==> src/rtl/boot_loader.sv <==
// Boot loader: copies a byte stream into CPU RAM through the shared bus,
// strobing the MAR load and then the RAM write for every byte, with the CPU held.
module boot_loader #(
    parameter int unsigned ADDR_WIDTH = 4,
    parameter int unsigned DATA_WIDTH = 8
) (
    input  logic                  clk,
    input  logic                  rst,
    input  logic                  start,
    input  logic                  abort,
    input  logic                  byte_valid,
    input  logic [DATA_WIDTH-1:0] byte_data,
    output logic                  byte_ready,
    output logic [DATA_WIDTH-1:0] bus_out,
    output logic                  boot_write_to_bus,
    output logic                  bootload_address,
    output logic                  bootload_ram,
    output logic                  cpu_hold,
    output logic                  busy,
    output logic                  done,
    output logic [ADDR_WIDTH-1:0] load_addr
);

    localparam logic [ADDR_WIDTH-1:0] LAST_ADDR = '1;

    typedef enum logic [2:0] {
        S_IDLE,
        S_WAIT_BYTE,
        S_SET_ADDR,
        S_WRITE_RAM,
        S_DONE
    } state_t;

    state_t                state_q, state_d;
    logic [DATA_WIDTH-1:0] data_q, data_d;
    logic [ADDR_WIDTH-1:0] addr_d;
    logic                  done_d;

    logic                  byte_ready_d;
    logic [DATA_WIDTH-1:0] bus_out_d;
    logic                  write_bus_d;
    logic                  load_mar_d;
    logic                  load_ram_d;
    logic                  busy_d;

    // State and output registers; outputs are decoded from the next state so
    // they line up with the state they describe.
    always_ff @(posedge clk) begin
        if (!rst) begin
            state_q           <= S_IDLE;
            data_q            <= '0;
            load_addr         <= '0;
            done              <= 1'b0;
            byte_ready        <= 1'b0;
            bus_out           <= '0;
            boot_write_to_bus <= 1'b0;
            bootload_address  <= 1'b0;
            bootload_ram      <= 1'b0;
            cpu_hold          <= 1'b0;
            busy              <= 1'b0;
        end else begin
            state_q           <= state_d;
            data_q            <= data_d;
            load_addr         <= addr_d;
            done              <= done_d;
            byte_ready        <= byte_ready_d;
            bus_out           <= bus_out_d;
            boot_write_to_bus <= write_bus_d;
            bootload_address  <= load_mar_d;
            bootload_ram      <= load_ram_d;
            cpu_hold          <= busy_d;
            busy              <= busy_d;
        end
    end

    // Next-state logic; abort beats everything once a load is running.
    always_comb begin
        state_d = state_q;
        data_d  = data_q;
        addr_d  = load_addr;
        done_d  = done;
        if (abort && (state_q != S_IDLE)) begin
            state_d = S_IDLE;
            addr_d  = '0;
        end else begin
            unique case (state_q)
                S_IDLE: begin
                    if (start) begin
                        state_d = S_WAIT_BYTE;
                        addr_d  = '0;
                        done_d  = 1'b0;
                    end
                end
                S_WAIT_BYTE: begin
                    if (byte_valid) begin
                        data_d  = byte_data;
                        state_d = S_SET_ADDR;
                    end
                end
                S_SET_ADDR: begin
                    state_d = S_WRITE_RAM;
                end
                S_WRITE_RAM: begin
                    if (load_addr == LAST_ADDR) begin
                        state_d = S_DONE;
                    end else begin
                        addr_d  = load_addr + ADDR_WIDTH'(1);
                        state_d = S_WAIT_BYTE;
                    end
                end
                S_DONE: begin
                    done_d  = 1'b1;
                    state_d = S_IDLE;
                end
                default: begin
                    state_d = S_IDLE;
                end
            endcase
        end
    end

    // Output decode for the upcoming state.
    always_comb begin
        byte_ready_d = 1'b0;
        bus_out_d    = '0;
        write_bus_d  = 1'b0;
        load_mar_d   = 1'b0;
        load_ram_d   = 1'b0;
        busy_d       = (state_d != S_IDLE);
        unique case (state_d)
            S_WAIT_BYTE: byte_ready_d = 1'b1;
            S_SET_ADDR: begin
                bus_out_d   = DATA_WIDTH'(addr_d);
                write_bus_d = 1'b1;
                load_mar_d  = 1'b1;
            end
            S_WRITE_RAM: begin
                bus_out_d   = data_d;
                write_bus_d = 1'b1;
                load_ram_d  = 1'b1;
            end
            default: begin
                byte_ready_d = 1'b0;
            end
        endcase
    end

endmodule

==> config.mk <==
export PLATFORM = sky130hd
export DESIGN_NAME = boot_loader
export DESIGN_NICKNAME = d
export VERILOG_FILES = /design/src/rtl/boot_loader.sv
export SDC_FILE = /design/constraint.sdc
export NUM_CORES = 1
export LEC_CHECK = 0
export BUFFER_PORTS_ARGS = -buffer_cell sky130_fd_sc_hd__buf_2
export CAP_MARGIN = 20
export CORE_ASPECT_RATIO = 0.7
export CORE_MARGIN = 2
export CORE_UTILIZATION = 30
export DETAILED_ROUTE_END_ITERATION = 6
export PLACE_DENSITY_LB_ADDON = 0.25
export SLEW_MARGIN = 30
export SYNTH_ARGS = -nofsm -noshare
export SYNTH_HDL_FRONTEND = slang
export SYNTH_SLANG_ARGS = --single-unit
==> constraint.sdc <==
create_clock -name clk -period 1.9 [get_ports clk]
set_clock_uncertainty 0.2 [all_clocks]
set_input_delay 0.475 -clock clk [delete_from_list [all_inputs] [get_ports clk]]
set_output_delay 0.475 -clock clk [all_outputs]
set_load 0.03 [all_outputs]
# ---- Word-level counts from Yosys, hierarchy flattened
# Index checks and enable logic that the tools add are counted.
dict set report word_totals {
  regBits 29
  elab_cells 47
}
dict set report op_classes {
  add_sub_neg 1
  n_eq_ne 9
  muxes 19
  n_bitwise 1
  reduce_logical 7
}
# op count
set ops {}
lappend ops {{8-bit two-way mux} 3}
lappend ops {{8-bit one-hot mux with 2 select lines} 1}
lappend ops {{3-bit by 2-bit == test with 1-bit output, second input constant} 4}
lappend ops {{3-bit two-way mux} 4}
lappend ops {{4-bit two-way mux} 3}
lappend ops {{3-bit one-hot mux with 4 select lines} 1}
lappend ops {{4-bit one-hot mux with 2 select lines} 1}
lappend ops {{3-bit by 1-bit == test with 1-bit output, second input constant} 2}
lappend ops {{3-bit nonzero test} 2}
lappend ops {{1-bit two-way mux} 5}
lappend ops {{4-bit by 1-bit adder with 4-bit output, second input constant} 1}
lappend ops {{4-bit == test, second input constant} 1}
lappend ops {{3-bit == test, second input constant} 1}
lappend ops {{3-bit logical NOT} 1}
lappend ops {{3-bit AND reduction} 1}
lappend ops {{2-bit inequality test, second input constant} 1}
lappend ops {{1-bit one-hot mux with 2 select lines} 1}
lappend ops {{2-bit nonzero test} 1}
lappend ops {{2-bit OR reduction} 1}
lappend ops {{1-bit logical AND} 1}
lappend ops {{1-bit inverter} 1}

# ---- Longest topological paths before layout
# Gate-level depths: netlist (run 1).
dict set report logic_depth {
  word_depth 7
  mapped_depth 5
  depth_no_buf 5
}

# ---- Least setup slack after synthesis (run 1)
# No wires, ideal clock.
dict set report synth_timing {
  path_type {reg2reg}
  start {register load_addr[1]}
  end {register bus_out[1]}
  t_arrival_ps 1536
  required_time_ps 1564
  path_slack_ps 28
  stages_incl_launch_ff 6
  path_buffers 0
  period_less_slack_ps 1872
  cell_sequence {dfxtp_1 -> ha_1 -> nand3_1 -> nor2b_1 -> a221oi_1 -> o32ai_1}
}
dict set report synth_via {
  elab_chain_len 6
  word_cells_on_any_way 12
  classes_between {add/sub: 1; eq/ne: 3; mux: 8}
}
# item line
set synth_lines {}
lappend synth_lines {{start: declaration} 21} ;# output logic [ADDR_WIDTH-1:0] load_addr
lappend synth_lines {{start signal: assignment} 64} ;# load_addr <= addr_d;
lappend synth_lines {{4-bit == test} 104} ;# if (load_addr == LAST_ADDR) begin
lappend synth_lines {{3-bit two-way mux} 104}
lappend synth_lines {{3-bit one-hot mux with 4 select lines} 86} ;# unique case (state_q)
lappend synth_lines {{3-bit two-way mux} 82} ;# if (abort && (state_q != S_IDLE)) begin
lappend synth_lines {{3-bit by 2-bit == test with 1-bit output} 130} ;# unique case (state_d)
lappend synth_lines {{8-bit one-hot mux with 2 select lines (*)} 130}
lappend synth_lines {{end signal: assignment} 67} ;# bus_out <= bus_out_d;
lappend synth_lines {{end: declaration} 14} ;# output logic [DATA_WIDTH-1:0] bus_out,
# Every way passes the cells marked *; elsewhere a longest branch is shown, timed or not.
# A chain may end at the register's enable or synchronous reset.

# ---- Final worst setup path (run 1)
dict set report layout_timing {
  start {register state_q[1]}
  end {register bus_out[3]}
}
dict set report layout_via {
  elab_chain_len 5
  word_cells_on_any_way 17
  classes_between {eq/ne: 5; mux: 9; reduce/logical: 3}
}
# item line
set layout_lines {}
lappend layout_lines {{start: declaration} 34} ;# state_t state_q, state_d;
lappend layout_lines {{start signal: assignment} 62} ;# state_q <= state_d;
lappend layout_lines {{3-bit by 2-bit == test with 1-bit output, or another cell as far along} 86}
lappend layout_lines {{3-bit one-hot mux with 4 select lines / 1-bit logical AND (equally long branches)} {86, 82}}
lappend layout_lines {{3-bit two-way mux} 82}
lappend layout_lines {{3-bit by 2-bit == test with 1-bit output} 130}
lappend layout_lines {{8-bit one-hot mux with 2 select lines (*)} 130}
# Marks and branches as above.

==> impl_metrics.xml, run 1 <==
<?xml version="1.0" encoding="UTF-8"?>
<metrics>
  <group name="run_status">
    <metric name="run_status" unit="">complete, no violations</metric>
  </group>
  <group name="timing">
    <metric name="timing.max_slew.rel_slack" unit="%">74.06</metric>
    <metric name="timing_worst_slew_pin_value" unit="ps">379.4</metric>
    <metric name="fin_hold_viols" unit="">0</metric>
    <metric name="setup_violations" unit="">0</metric>
    <metric name="fin_hold_ws" unit="ps">254.8</metric>
    <metric name="final_worst_setup_slack" unit="ps">82.90</metric>
    <metric name="fmax" unit="MHz">550.3</metric>
    <metric name="finalWorstPathRequiredPeriod" unit="ps">1817</metric>
    <metric name="layout_worst_path_cycle_share" unit="%">95.64</metric>
    <metric name="slew_viol_final" unit="">0</metric>
  </group>
  <group name="grt">
    <metric name="globalRouteTotalUtil" unit="%">13.62</metric>
    <metric name="globalRouteOverflowTotal" unit="">0</metric>
    <metric name="grt_antenna_before_repair" unit="">0</metric>
    <metric name="first_global_vias" unit="">886</metric>
    <metric name="grt_first_pass_wirelength" unit="um">4181</metric>
    <metric name="grt_max_degree" unit="">23</metric>
  </group>
  <group name="routing">
    <metric name="route.detailed.drc" unit="">0</metric>
    <metric name="vias" unit="">1001</metric>
    <metric name="routed_wire_length_per_instance" unit="um">13.04</metric>
    <metric name="finalWirelength" unit="um">2661</metric>
    <metric name="post_drt_via_cell_ratio" unit="">4.907</metric>
    <metric name="detail_route.first_pass.iterations" unit="">4</metric>
    <metric name="drtAntennaViolNets" unit="">0</metric>
    <metric name="drtIter0Drc" unit="">81</metric>
  </group>
  <group name="synth">
    <metric name="synth.ff_latch_count" unit="">29</metric>
    <metric name="synth_area_leaders" unit="">dfxtp_1 (52%), mux2i_1 (7.1%), nor2_1 (5.7%)</metric>
    <metric name="seq_total_area_yosys" unit="%">51.73</metric>
    <metric name="syn-cell-area" unit="um^2">1122</metric>
    <metric name="synthesis.nets" unit="">128</metric>
    <metric name="synth_cell_types" unit="">34</metric>
    <metric name="synth_cells" unit="">114</metric>
    <metric name="yosys.area.top_type_share" unit="%">51.73</metric>
    <metric name="async_flop_share" unit="%">0</metric>
    <metric name="synth_edf_count" unit="">0</metric>
    <metric name="post-synth-top-area-cell" unit="">dfxtp_1</metric>
    <metric name="yosysWarnings" unit="">0</metric>
    <metric name="postSynthAreaPerCell" unit="um^2">9.845</metric>
    <metric name="yosys_most_used_dff" unit="">dfxtp_1</metric>
  </group>
  <group name="place">
    <metric name="io_buffer_count" unit="">31</metric>
    <metric name="place_worst_setup_slack" unit="ps">-88.58</metric>
    <metric name="place_hpwl" unit="um">1907</metric>
    <metric name="gp_congestion" unit="">0.8005</metric>
    <metric name="place_inst" unit="">196</metric>
  </group>
  <group name="clock_tree">
    <metric name="number_of_gates_given_a_new_drive_strength_after_cts" unit="">0</metric>
    <metric name="clock_tree.htree_level_count" unit="">2</metric>
    <metric name="clk_root_buffer_cell" unit="">clkbuf_8</metric>
    <metric name="cts.clk_slew.worst_paths" unit="ps">60</metric>
    <metric name="postCtsSetupRepairBufs" unit="">0</metric>
    <metric name="hold_buffers" unit="">0</metric>
    <metric name="tritoncts_clock_tree" unit="">done</metric>
    <metric name="clockBufferDepth" unit="">2</metric>
    <metric name="clock_sinks" unit="">29</metric>
    <metric name="cts_buffers" unit="">5</metric>
    <metric name="worstSkewPairLatency" unit="ps">290</metric>
  </group>
  <group name="power">
    <metric name="leakage" unit="nW">0.6162</metric>
    <metric name="power.clock.fraction" unit="%">43.0</metric>
    <metric name="p_sw_share" unit="%">24.89</metric>
    <metric name="cellPowerDensity" unit="nW/um^2">901.4</metric>
    <metric name="p_int" unit="uW">999.6</metric>
    <metric name="power.switching" unit="uW">331.2</metric>
    <metric name="seqPwrFrac" unit="%">47.4</metric>
    <metric name="combinationalPowerShare" unit="%">9.6</metric>
    <metric name="irDropWorstVdd" unit="uV">510.7</metric>
  </group>
  <group name="critical_path">
    <metric name="endpoint_kind" unit="">register</metric>
    <metric name="critPathRequiredTime" unit="ps">1890</metric>
    <metric name="reg2reg_slack" unit="ps">80</metric>
    <metric name="worstSetupStartpoint" unit="">state_q[1]$_SDFF_PN0_</metric>
    <metric name="worstPathMaxFanout" unit="">8</metric>
    <metric name="r2r-start" unit="">state_q[1]$_SDFF_PN0_</metric>
    <metric name="crit_arrival" unit="ps">1810</metric>
    <metric name="setup.worst_path.class" unit="">reg -&gt; reg</metric>
    <metric name="critical_path.startpoint_type" unit="">register</metric>
  </group>
  <group name="final_layout">
    <metric name="areaGrowthSynthToFinish" unit="%">31.55</metric>
    <metric name="layout_commonest_cell" unit="">buf_2</metric>
    <metric name="commonest_cells_after_routing_fill_and_taps_aside" unit="">buf_2 (31), dfxtp_1 (28), nor2_1 (17)</metric>
    <metric name="final_layout_size_suffix_gt1_share" unit="%">34.42</metric>
    <metric name="antenna_cells_inserted" unit="">0</metric>
    <metric name="nNetsFinal" unit="">167</metric>
    <metric name="final_cell_count_no_fill" unit="">204</metric>
  </group>
  <group name="floorplan">
    <metric name="floorplan.initialDensity" unit="%">31.54</metric>
    <metric name="coreArea" unit="um^2">3558</metric>
    <metric name="ios" unit="">32</metric>
    <metric name="die-width" unit="um">77.11</metric>
    <metric name="chip_height" unit="um">55.18</metric>
    <metric name="rows" unit="">18</metric>
    <metric name="die_ar" unit="um^2">4254</metric>
  </group>
  <group name="worst_hold_path">
    <metric name="worst_hold_path_type" unit="">in -&gt; reg</metric>
    <metric name="holdCritStartpoint" unit="">byte_data[0]</metric>
  </group>
  <group name="flow_run">
    <metric name="cap_viol_max_count" unit="">0</metric>
  </group>
</metrics>
registers in the layout (all words and copies together), names as in the netlist:
| register | cells |
|---|---|
| state_q | 3 |
| bootload_ram | 1 |
| bus_out | 8 |
| done | 1 |
| busy | 1 |
| data_q | 8 |
| bootload_address | 1 |
| boot_write_to_bus | 1 |
| load_addr | 4 |
| byte_ready | 1 |
worst max-delay path, stage by stage (launching register included):
cell	delay, ps
dfxtp_1	380
nand4bb_1	280
a221o_1	370
a21o_2	260
o32ai_1	240
metrics by stage:
| stage | instance area [um^2] | util [%] | TNS, ps | power, mW |
|---|---|---|---|---|
| 2_1_floorplan | 1122 | - | 0 | 0.7272 |
| 3_3_place_gp | 1363 | 38.29 | -81.31 | 0.7645 |
| 3_5_place_dp | 1363 | 38.29 | -295.5 | 0.7677 |
| 6_report | 1476 | 41.49 | 0 | 1.331 |
| 4_1_cts | 1464 | 41.14 | 0 | 1.336 |
| 5_1_grt | 1476 | 41.49 | -0.6652 | 1.373 |
Yosys cell counts (2+ instances only):
master and n:
nor3_1 6, nor2b_1 2, o21ai_0 4, mux2i_1 8
dfxtp_1 29, inv_1 4, nand3b_1 2, o221ai_1 2
nand2_1 4, nor2_1 17, clkbuf_1 4, and3_1 2
a221o_1 2, a21o_1 2, a21oi_1 3, o32ai_1 4
a221oi_1 2
kinds of logic (layout without fill, tap and decap cells):
| logic type | after synthesis | after routing | synth area share (%) |
|---|---|---|---|
| and+or+nand+nor | 40 | 40 | 18.17 |
| DFF | 29 | 29 | 51.73 |
| AOI/OAI and AO/OA | 27 | 27 | 18.51 |
| buffers and inverters | 9 | 49 | 3.344 |
| muxes | 8 | 8 | 7.135 |
| adders and majority gates | 1 | 1 | 1.115 |
power by group through the flow:
stage / Sequential [mW] / Combinational (mW) / Clock [mW]
floorplan: 0.656 / 0.0715 / 0
global placement: 0.643 / 0.122 / 0
detailed placement: 0.643 / 0.124 / 0
CTS: 0.630 / 0.125 / 0.582
global route: 0.632 / 0.139 / 0.602
finish: 0.631 / 0.128 / 0.572
per-layer routing:
layer,share of wire [%],global-route usage [%]
met1,45,16.47
met3,7.8,5.519
met5,0,0
met4,2.0,8.929
met2,45,20.61
path summary, 6_finish.rpt:
kind,cells past startpoint,end
hold / removal,3,data_q[0]$_SDFF_PN0_
hold reg to reg,2,done$_SDFFE_PN0P_
setup / recovery,4,bus_out[3]$_SDFF_PN0_
setup reg to reg,4,bus_out[3]$_SDFF_PN0_
cell type report:
type	count	area [um^2]
Clock buffer	7	96.34
Clock inverter	1	5.005
Fill cell	393	2082
Inverter	4	15.01
Multi-Input combinational cell	76	515.5
Sequential cell	29	581.8
Tap cell	50	62.56
Timing Repair Buffer	37	200.2
No activity file was read; power rests on OpenSTA's default activity.
==> run 2, diff against run 1 <==
REMOVE_ABC_BUFFERS = 1   (was not set)
==> impl_metrics.xml, run 2 (synthesis results as in run 1) <==
<?xml version="1.0" encoding="UTF-8"?>
<metrics>
  <group name="critical_path">
    <metric name="worstSetupStartpoint" unit="">state_q[0]$_SDFF_PN0_</metric>
    <metric name="setup.worst_path.class" unit="">reg -&gt; reg</metric>
    <metric name="crit_arrival" unit="ps">1810</metric>
    <metric name="worst_setup_path_endpoint" unit="">bus_out[2]$_SDFF_PN0_</metric>
    <metric name="critPathRequiredTime" unit="ps">1890</metric>
    <metric name="critical_path.startpoint_type" unit="">register</metric>
    <metric name="worstPathMaxFanout" unit="">8</metric>
    <metric name="regToRegEndpoint" unit="">bus_out[2]$_SDFF_PN0_</metric>
    <metric name="r2r-start" unit="">state_q[0]$_SDFF_PN0_</metric>
    <metric name="reg2reg_slack" unit="ps">80</metric>
    <metric name="endpoint_kind" unit="">register</metric>
    <metric name="timing.reg2reg.worst_path_depth" unit="">4</metric>
  </group>
  <group name="routing">
    <metric name="post_drt_via_cell_ratio" unit="">4.868</metric>
    <metric name="finalWirelength" unit="um">2773</metric>
    <metric name="detail_route.first_pass.iterations" unit="">4</metric>
    <metric name="route.detailed.drc" unit="">0</metric>
    <metric name="vias" unit="">993</metric>
    <metric name="routed_wire_length_per_instance" unit="um">13.59</metric>
    <metric name="drtIter0Drc" unit="">48</metric>
    <metric name="drtAntennaViolNets" unit="">0</metric>
  </group>
  <group name="final_layout">
    <metric name="largest_registers" unit="">bus_out x8, data_q x8, load_addr x4</metric>
    <metric name="final_cell_count_no_fill" unit="">204</metric>
    <metric name="layout_commonest_cell" unit="">buf_2</metric>
    <metric name="antenna_cells_inserted" unit="">0</metric>
    <metric name="final_layout_size_suffix_gt1_share" unit="%">37.01</metric>
    <metric name="nNetsFinal" unit="">167</metric>
    <metric name="fill_cells" unit="">388</metric>
    <metric name="areaGrowthSynthToFinish" unit="%">35.45</metric>
    <metric name="commonest_cells_after_routing_fill_and_taps_aside" unit="">buf_2 (31), dfxtp_1 (27), nor2_1 (17)</metric>
  </group>
  <group name="power">
    <metric name="leakage" unit="nW">0.6221</metric>
    <metric name="power.switching" unit="uW">326.9</metric>
    <metric name="cellPowerDensity" unit="nW/um^2">874.9</metric>
    <metric name="power.clock.fraction" unit="%">42.4</metric>
    <metric name="p_int" unit="mW">1.003</metric>
    <metric name="p_sw_share" unit="%">24.58</metric>
    <metric name="combinationalPowerShare" unit="%">10.1</metric>
    <metric name="seqPwrFrac" unit="%">47.6</metric>
    <metric name="irDropWorstVdd" unit="uV">462.3</metric>
  </group>
  <group name="clock_tree">
    <metric name="tritoncts_clock_tree" unit="">done</metric>
    <metric name="clock_sinks" unit="">29</metric>
    <metric name="worstSkewPairLatency" unit="ps">290</metric>
    <metric name="hold_buffers" unit="">0</metric>
    <metric name="cts_buffers" unit="">5</metric>
    <metric name="clockBufferDepth" unit="">2</metric>
    <metric name="cts.clk_slew.worst_paths" unit="ps">60</metric>
    <metric name="clock_tree.htree_level_count" unit="">2</metric>
    <metric name="clk_root_buffer_cell" unit="">clkbuf_8</metric>
  </group>
  <group name="place">
    <metric name="gp_congestion" unit="">0.7662</metric>
    <metric name="place_hpwl" unit="um">1989</metric>
    <metric name="io_buffer_count" unit="">31</metric>
    <metric name="place_inst" unit="">196</metric>
  </group>
  <group name="floorplan">
    <metric name="coreArea" unit="um^2">3558</metric>
    <metric name="floorplan.initialDensity" unit="%">31.54</metric>
    <metric name="ios" unit="">32</metric>
    <metric name="die-width" unit="um">77.11</metric>
    <metric name="die_ar" unit="um^2">4254</metric>
    <metric name="chip_height" unit="um">55.18</metric>
    <metric name="rows" unit="">18</metric>
  </group>
  <group name="timing">
    <metric name="layout_worst_path_cycle_share" unit="%">95.72</metric>
    <metric name="slew_viol_final" unit="">0</metric>
    <metric name="fmax" unit="MHz">549.9</metric>
    <metric name="timing.max_slew.rel_slack" unit="%">76.76</metric>
    <metric name="finalSetupTns" unit="ps">0</metric>
    <metric name="fin_hold_viols" unit="">0</metric>
    <metric name="setup_violations" unit="">0</metric>
    <metric name="finalWorstPathRequiredPeriod" unit="ps">1819</metric>
    <metric name="timing_worst_slew_pin_value" unit="ps">339.8</metric>
  </group>
  <group name="grt">
    <metric name="grt_antenna_before_repair" unit="">0</metric>
    <metric name="grt_first_pass_wirelength" unit="um">4312</metric>
    <metric name="globalRouteOverflowTotal" unit="">0</metric>
    <metric name="grt_max_degree" unit="">23</metric>
    <metric name="first_global_vias" unit="">895</metric>
    <metric name="globalRouteTotalUtil" unit="%">13.98</metric>
  </group>
  <group name="flow_run">
    <metric name="cap_viol_max_count" unit="">0</metric>
  </group>
  <group name="run_status">
    <metric name="run_status" unit="">complete, no violations</metric>
  </group>
  <group name="worst_hold_path">
    <metric name="worst_hold_path_type" unit="">in -&gt; reg</metric>
  </group>
</metrics>
[run 2: power groups by stage]
| stage | clock network, mW | registers (mW) | logic [mW] |
|---|---|---|---|
| after floorplan | 0 | 0.661 | 0.0589 |
| after global placement | 0 | 0.643 | 0.121 |
| after detailed placement | 0 | 0.644 | 0.124 |
| after CTS | 0.574 | 0.630 | 0.124 |
| after global routing | 0.603 | 0.634 | 0.145 |
| final | 0.563 | 0.633 | 0.134 |
[run 2: worst min path at each step]
stage / start / slack, ps / end / cells past startpoint
finish: byte_data[6] / 260 / data_q[6]$_SDFF_PN0_ / 3
global route: byte_data[3] / 270 / data_q[3]$_SDFF_PN0_ / 3
CTS: byte_data[7] / 250 / data_q[7]$_SDFF_PN0_ / 3
detailed placement: done$_SDFFE_PN0P_ / 270 / done$_SDFFE_PN0P_ / 2
global placement: done$_SDFFE_PN0P_ / 260 / done$_SDFFE_PN0P_ / 2
floorplan: data_q[7]$_SDFF_PN0_ / 260 / data_q[7]$_SDFF_PN0_ / 2
[run 2: layout make-up]
class | count | area, um^2 | share of cell area [%]
multi-input combinational | 76 | 558.0 | 36.71
timing repair buffer | 37 | 200.2 | 13.17
tap | 50 | 62.56 | 4.115
sequential | 29 | 583.1 | 38.35
inverter | 4 | 15.01 | 0.9877
clock inverter | 1 | 5.005 | 0.3292
clock buffer | 7 | 96.34 | 6.337
[run 2: routing by layer]
metal / vias up / part of all wire [%] / global-route usage, %
met2: 30 / 44 / 22.66
met1: 461 / 47 / 16.44
met4: 0 / 1.8 / 7.143
li1: 494 / - / -
met3: 8 / 6.7 / 5.844
met5: - / 0 / 0
[run 2: metrics by stage]
stage	hold slack [ps]	setup WS, ps	instance area, um^2	util (%)	total power [mW]
2_1_floorplan	255.2	23.36	1100	-	0.7199
3_3_place_gp	257.6	-23.15	1363	38.29	0.7642
3_5_place_dp	265.1	-101.1	1363	38.29	0.7684
4_1_cts	252.6	16.60	1464	41.14	1.328
5_1_grt	267.5	-14.90	1520	42.72	1.382
6_report	256.8	81.34	1520	42.72	1.330
[run 2: what timing repair did]
item                       CTS  global route
gates resized for setup      0            10
setup endpoints to repair    0             9
setup buffers                0             0
[run 2: critical path: stages, from the launching register on]
cell,delay (ps)
dfxtp_2,380
or2_4,290
a221o_1,350
a21o_2,260
o32ai_1,240
==> run 3, diff against run 2 <==
clock period = 2.15 ns   (was 1.9 ns; I/O delays follow)
==> impl_metrics.xml, run 3 (synthesis results as in run 1) <==
<?xml version="1.0" encoding="UTF-8"?>
<metrics>
  <group name="place">
    <metric name="place_hpwl" unit="um">1826</metric>
    <metric name="io_buffer_count" unit="">31</metric>
    <metric name="gp_congestion" unit="">0.7572</metric>
  </group>
  <group name="power">
    <metric name="cellPowerDensity" unit="nW/um^2">808.4</metric>
    <metric name="leakage" unit="nW">0.5917</metric>
    <metric name="irDropWorstVdd" unit="uV">392.8</metric>
  </group>
  <group name="critical_path">
    <metric name="worst_path_largest_cell_delay" unit="ps">420</metric>
    <metric name="cp_cell_sequence" unit="">nand3b_1 -&gt; o2bb2ai_1 -&gt; a21o_1 -&gt; o32ai_1</metric>
    <metric name="cpLargestDelayFamily" unit="">compound AO/OA/AOI/OAI gates</metric>
    <metric name="crit_arrival" unit="ps">1900</metric>
    <metric name="endpoint_kind" unit="">register</metric>
    <metric name="critPathRequiredTime" unit="ps">2090</metric>
    <metric name="critical_path.startpoint_type" unit="">register</metric>
    <metric name="setup.worst_path.class" unit="">reg -&gt; reg</metric>
    <metric name="sum_of_buffers_and_inverters_on_the_critical_path" unit="">0</metric>
    <metric name="worst_path_max_delay_cell" unit="">dfxtp_1</metric>
    <metric name="worstPathMaxFanout" unit="">12</metric>
  </group>
  <group name="flow_run">
    <metric name="cap_viol_max_count" unit="">0</metric>
  </group>
  <group name="clock_tree">
    <metric name="clk_root_buffer_cell" unit="">clkbuf_8</metric>
    <metric name="clockBufferDepth" unit="">2</metric>
    <metric name="clock_tree.htree_level_count" unit="">2</metric>
    <metric name="hold_buffers" unit="">0</metric>
    <metric name="cts_buffers" unit="">5</metric>
    <metric name="worstSkewPairLatency" unit="ps">280</metric>
    <metric name="postCtsSetupRepairBufs" unit="">0</metric>
    <metric name="clock_sinks" unit="">29</metric>
    <metric name="tritoncts_clock_tree" unit="">done</metric>
    <metric name="number_of_gates_given_a_new_drive_strength_after_cts" unit="">0</metric>
    <metric name="cts.clk_slew.worst_paths" unit="ps">60</metric>
  </group>
  <group name="grt">
    <metric name="globalRouteTotalUtil" unit="%">12.68</metric>
    <metric name="grt_antenna_before_repair" unit="">0</metric>
    <metric name="grt_max_degree" unit="">23</metric>
    <metric name="globalRouteOverflowTotal" unit="">0</metric>
    <metric name="grt_first_pass_wirelength" unit="um">3926</metric>
    <metric name="first_global_vias" unit="">873</metric>
  </group>
  <group name="floorplan">
    <metric name="die_ar" unit="um^2">4254</metric>
    <metric name="rows" unit="">18</metric>
    <metric name="coreArea" unit="um^2">3558</metric>
    <metric name="die-width" unit="um">77.11</metric>
    <metric name="chip_height" unit="um">55.18</metric>
    <metric name="ios" unit="">32</metric>
    <metric name="floorplan.initialDensity" unit="%">31.54</metric>
  </group>
  <group name="final_layout">
    <metric name="nNetsFinal" unit="">162</metric>
    <metric name="areaGrowthSynthToFinish" unit="%">27.09</metric>
    <metric name="layout_commonest_cell" unit="">buf_2</metric>
    <metric name="largest_registers" unit="">bus_out x8, data_q x8, load_addr x4</metric>
    <metric name="commonest_cells_after_routing_fill_and_taps_aside" unit="">buf_2 (31), dfxtp_1 (29), nor2_1 (17)</metric>
    <metric name="antenna_cells_inserted" unit="">0</metric>
    <metric name="final_layout_size_suffix_gt1_share" unit="%">28.86</metric>
  </group>
  <group name="timing">
    <metric name="timing.max_slew.rel_slack" unit="%">62.72</metric>
    <metric name="setup_violations" unit="">0</metric>
    <metric name="rsz0062_at_grt" unit="">no</metric>
    <metric name="fin_hold_viols" unit="">0</metric>
    <metric name="fmax" unit="MHz">508.4</metric>
    <metric name="finalWorstPathRequiredPeriod" unit="ps">1967</metric>
    <metric name="layout_worst_path_cycle_share" unit="%">91.49</metric>
    <metric name="slew_viol_final" unit="">0</metric>
    <metric name="fin_hold_ws" unit="ps">275.2</metric>
    <metric name="finalSetupTns" unit="ps">0</metric>
    <metric name="timing_worst_slew_pin_value" unit="ps">553.3</metric>
  </group>
  <group name="run_status">
    <metric name="run_status" unit="">complete, no violations</metric>
  </group>
  <group name="routing">
    <metric name="post_drt_via_cell_ratio" unit="">4.879</metric>
    <metric name="vias" unit="">971</metric>
    <metric name="drtIter0Drc" unit="">36</metric>
    <metric name="routed_wire_length_per_instance" unit="um">12.77</metric>
    <metric name="finalWirelength" unit="um">2541</metric>
    <metric name="detail_route.first_pass.iterations" unit="">4</metric>
    <metric name="drtAntennaViolNets" unit="">0</metric>
    <metric name="route.detailed.drc" unit="">0</metric>
  </group>
  <group name="worst_hold_path">
    <metric name="worst_hold_path_type" unit="">reg -&gt; reg</metric>
  </group>
</metrics>
-- run 3: cell count changes in the layout (fill, tap and decap cells not counted), sizes merged --
cell	delta
buf	-5
-- run 3: per-layer routing --
metal | global-route usage, % | vias to the layer above | share of wire [%] | wire length (um)
met4 | 8.036 | 0 | 1.8 | 47
met2 | 19.44 | 27 | 41 | 1037
li1 | - | 482 | - | -
met1 | 15.51 | 457 | 50 | 1280
met3 | 4.708 | 5 | 6.9 | 176
met5 | 0 | - | 0 | 0
-- run 3: final cells by class --
cell class / count / area [um^2]
Multi-Input combinational cell: 76 / 504.2
Fill cell: 394 / 2132
Sequential cell: 29 / 580.6
Clock buffer: 7 / 96.34
Tap cell: 50 / 62.56
Clock inverter: 1 / 5.005
Inverter: 4 / 15.01
Timing Repair Buffer: 32 / 162.7
-- run 3: path summary, 6_finish.rpt --
kind	start	endpoint	slack [ps]	depth (start not counted)
worst max-delay path	state_q[2]$_SDFF_PN0_	bus_out[2]$_SDFF_PN0_	180	4
worst min-delay path	done$_SDFFE_PN0P_	done$_SDFFE_PN0P_	280	2
worst max register to register	state_q[2]$_SDFF_PN0_	bus_out[2]$_SDFF_PN0_	180	4
worst min register to register	done$_SDFFE_PN0P_	done$_SDFFE_PN0P_	280	2
-- run 3: where the power goes --
| part | switching, mW | total, mW | internal, mW |
|---|---|---|---|
| clock | 0.202 | 0.491 | 0.289 |
| combinational | 0.0666 | 0.106 | 0.0391 |
| sequential | 0.00718 | 0.557 | 0.550 |
| total | 0.276 | 1.15 | 0.877 |
-- run 3: tightest hold or removal path, delay by kind of cell (launching register included) --
family          cells  cell delay, ps
simple gates        1              50
flops               1             320
compound gates      1              60
-- run 3: stage by stage --
stage               area, um^2  util, %  setup slack (ps)  power [mW]  instances
floorplan                 1100        -             273.4      0.6362        109
global placement          1325    37.24             166.2      0.6713        191
detailed placement        1325    37.24             93.40      0.6739        191
CTS                       1426    40.08             184.4       1.168        199
global route              1426    40.08             38.22       1.197        199
finish                    1426    40.08             182.9       1.153        199
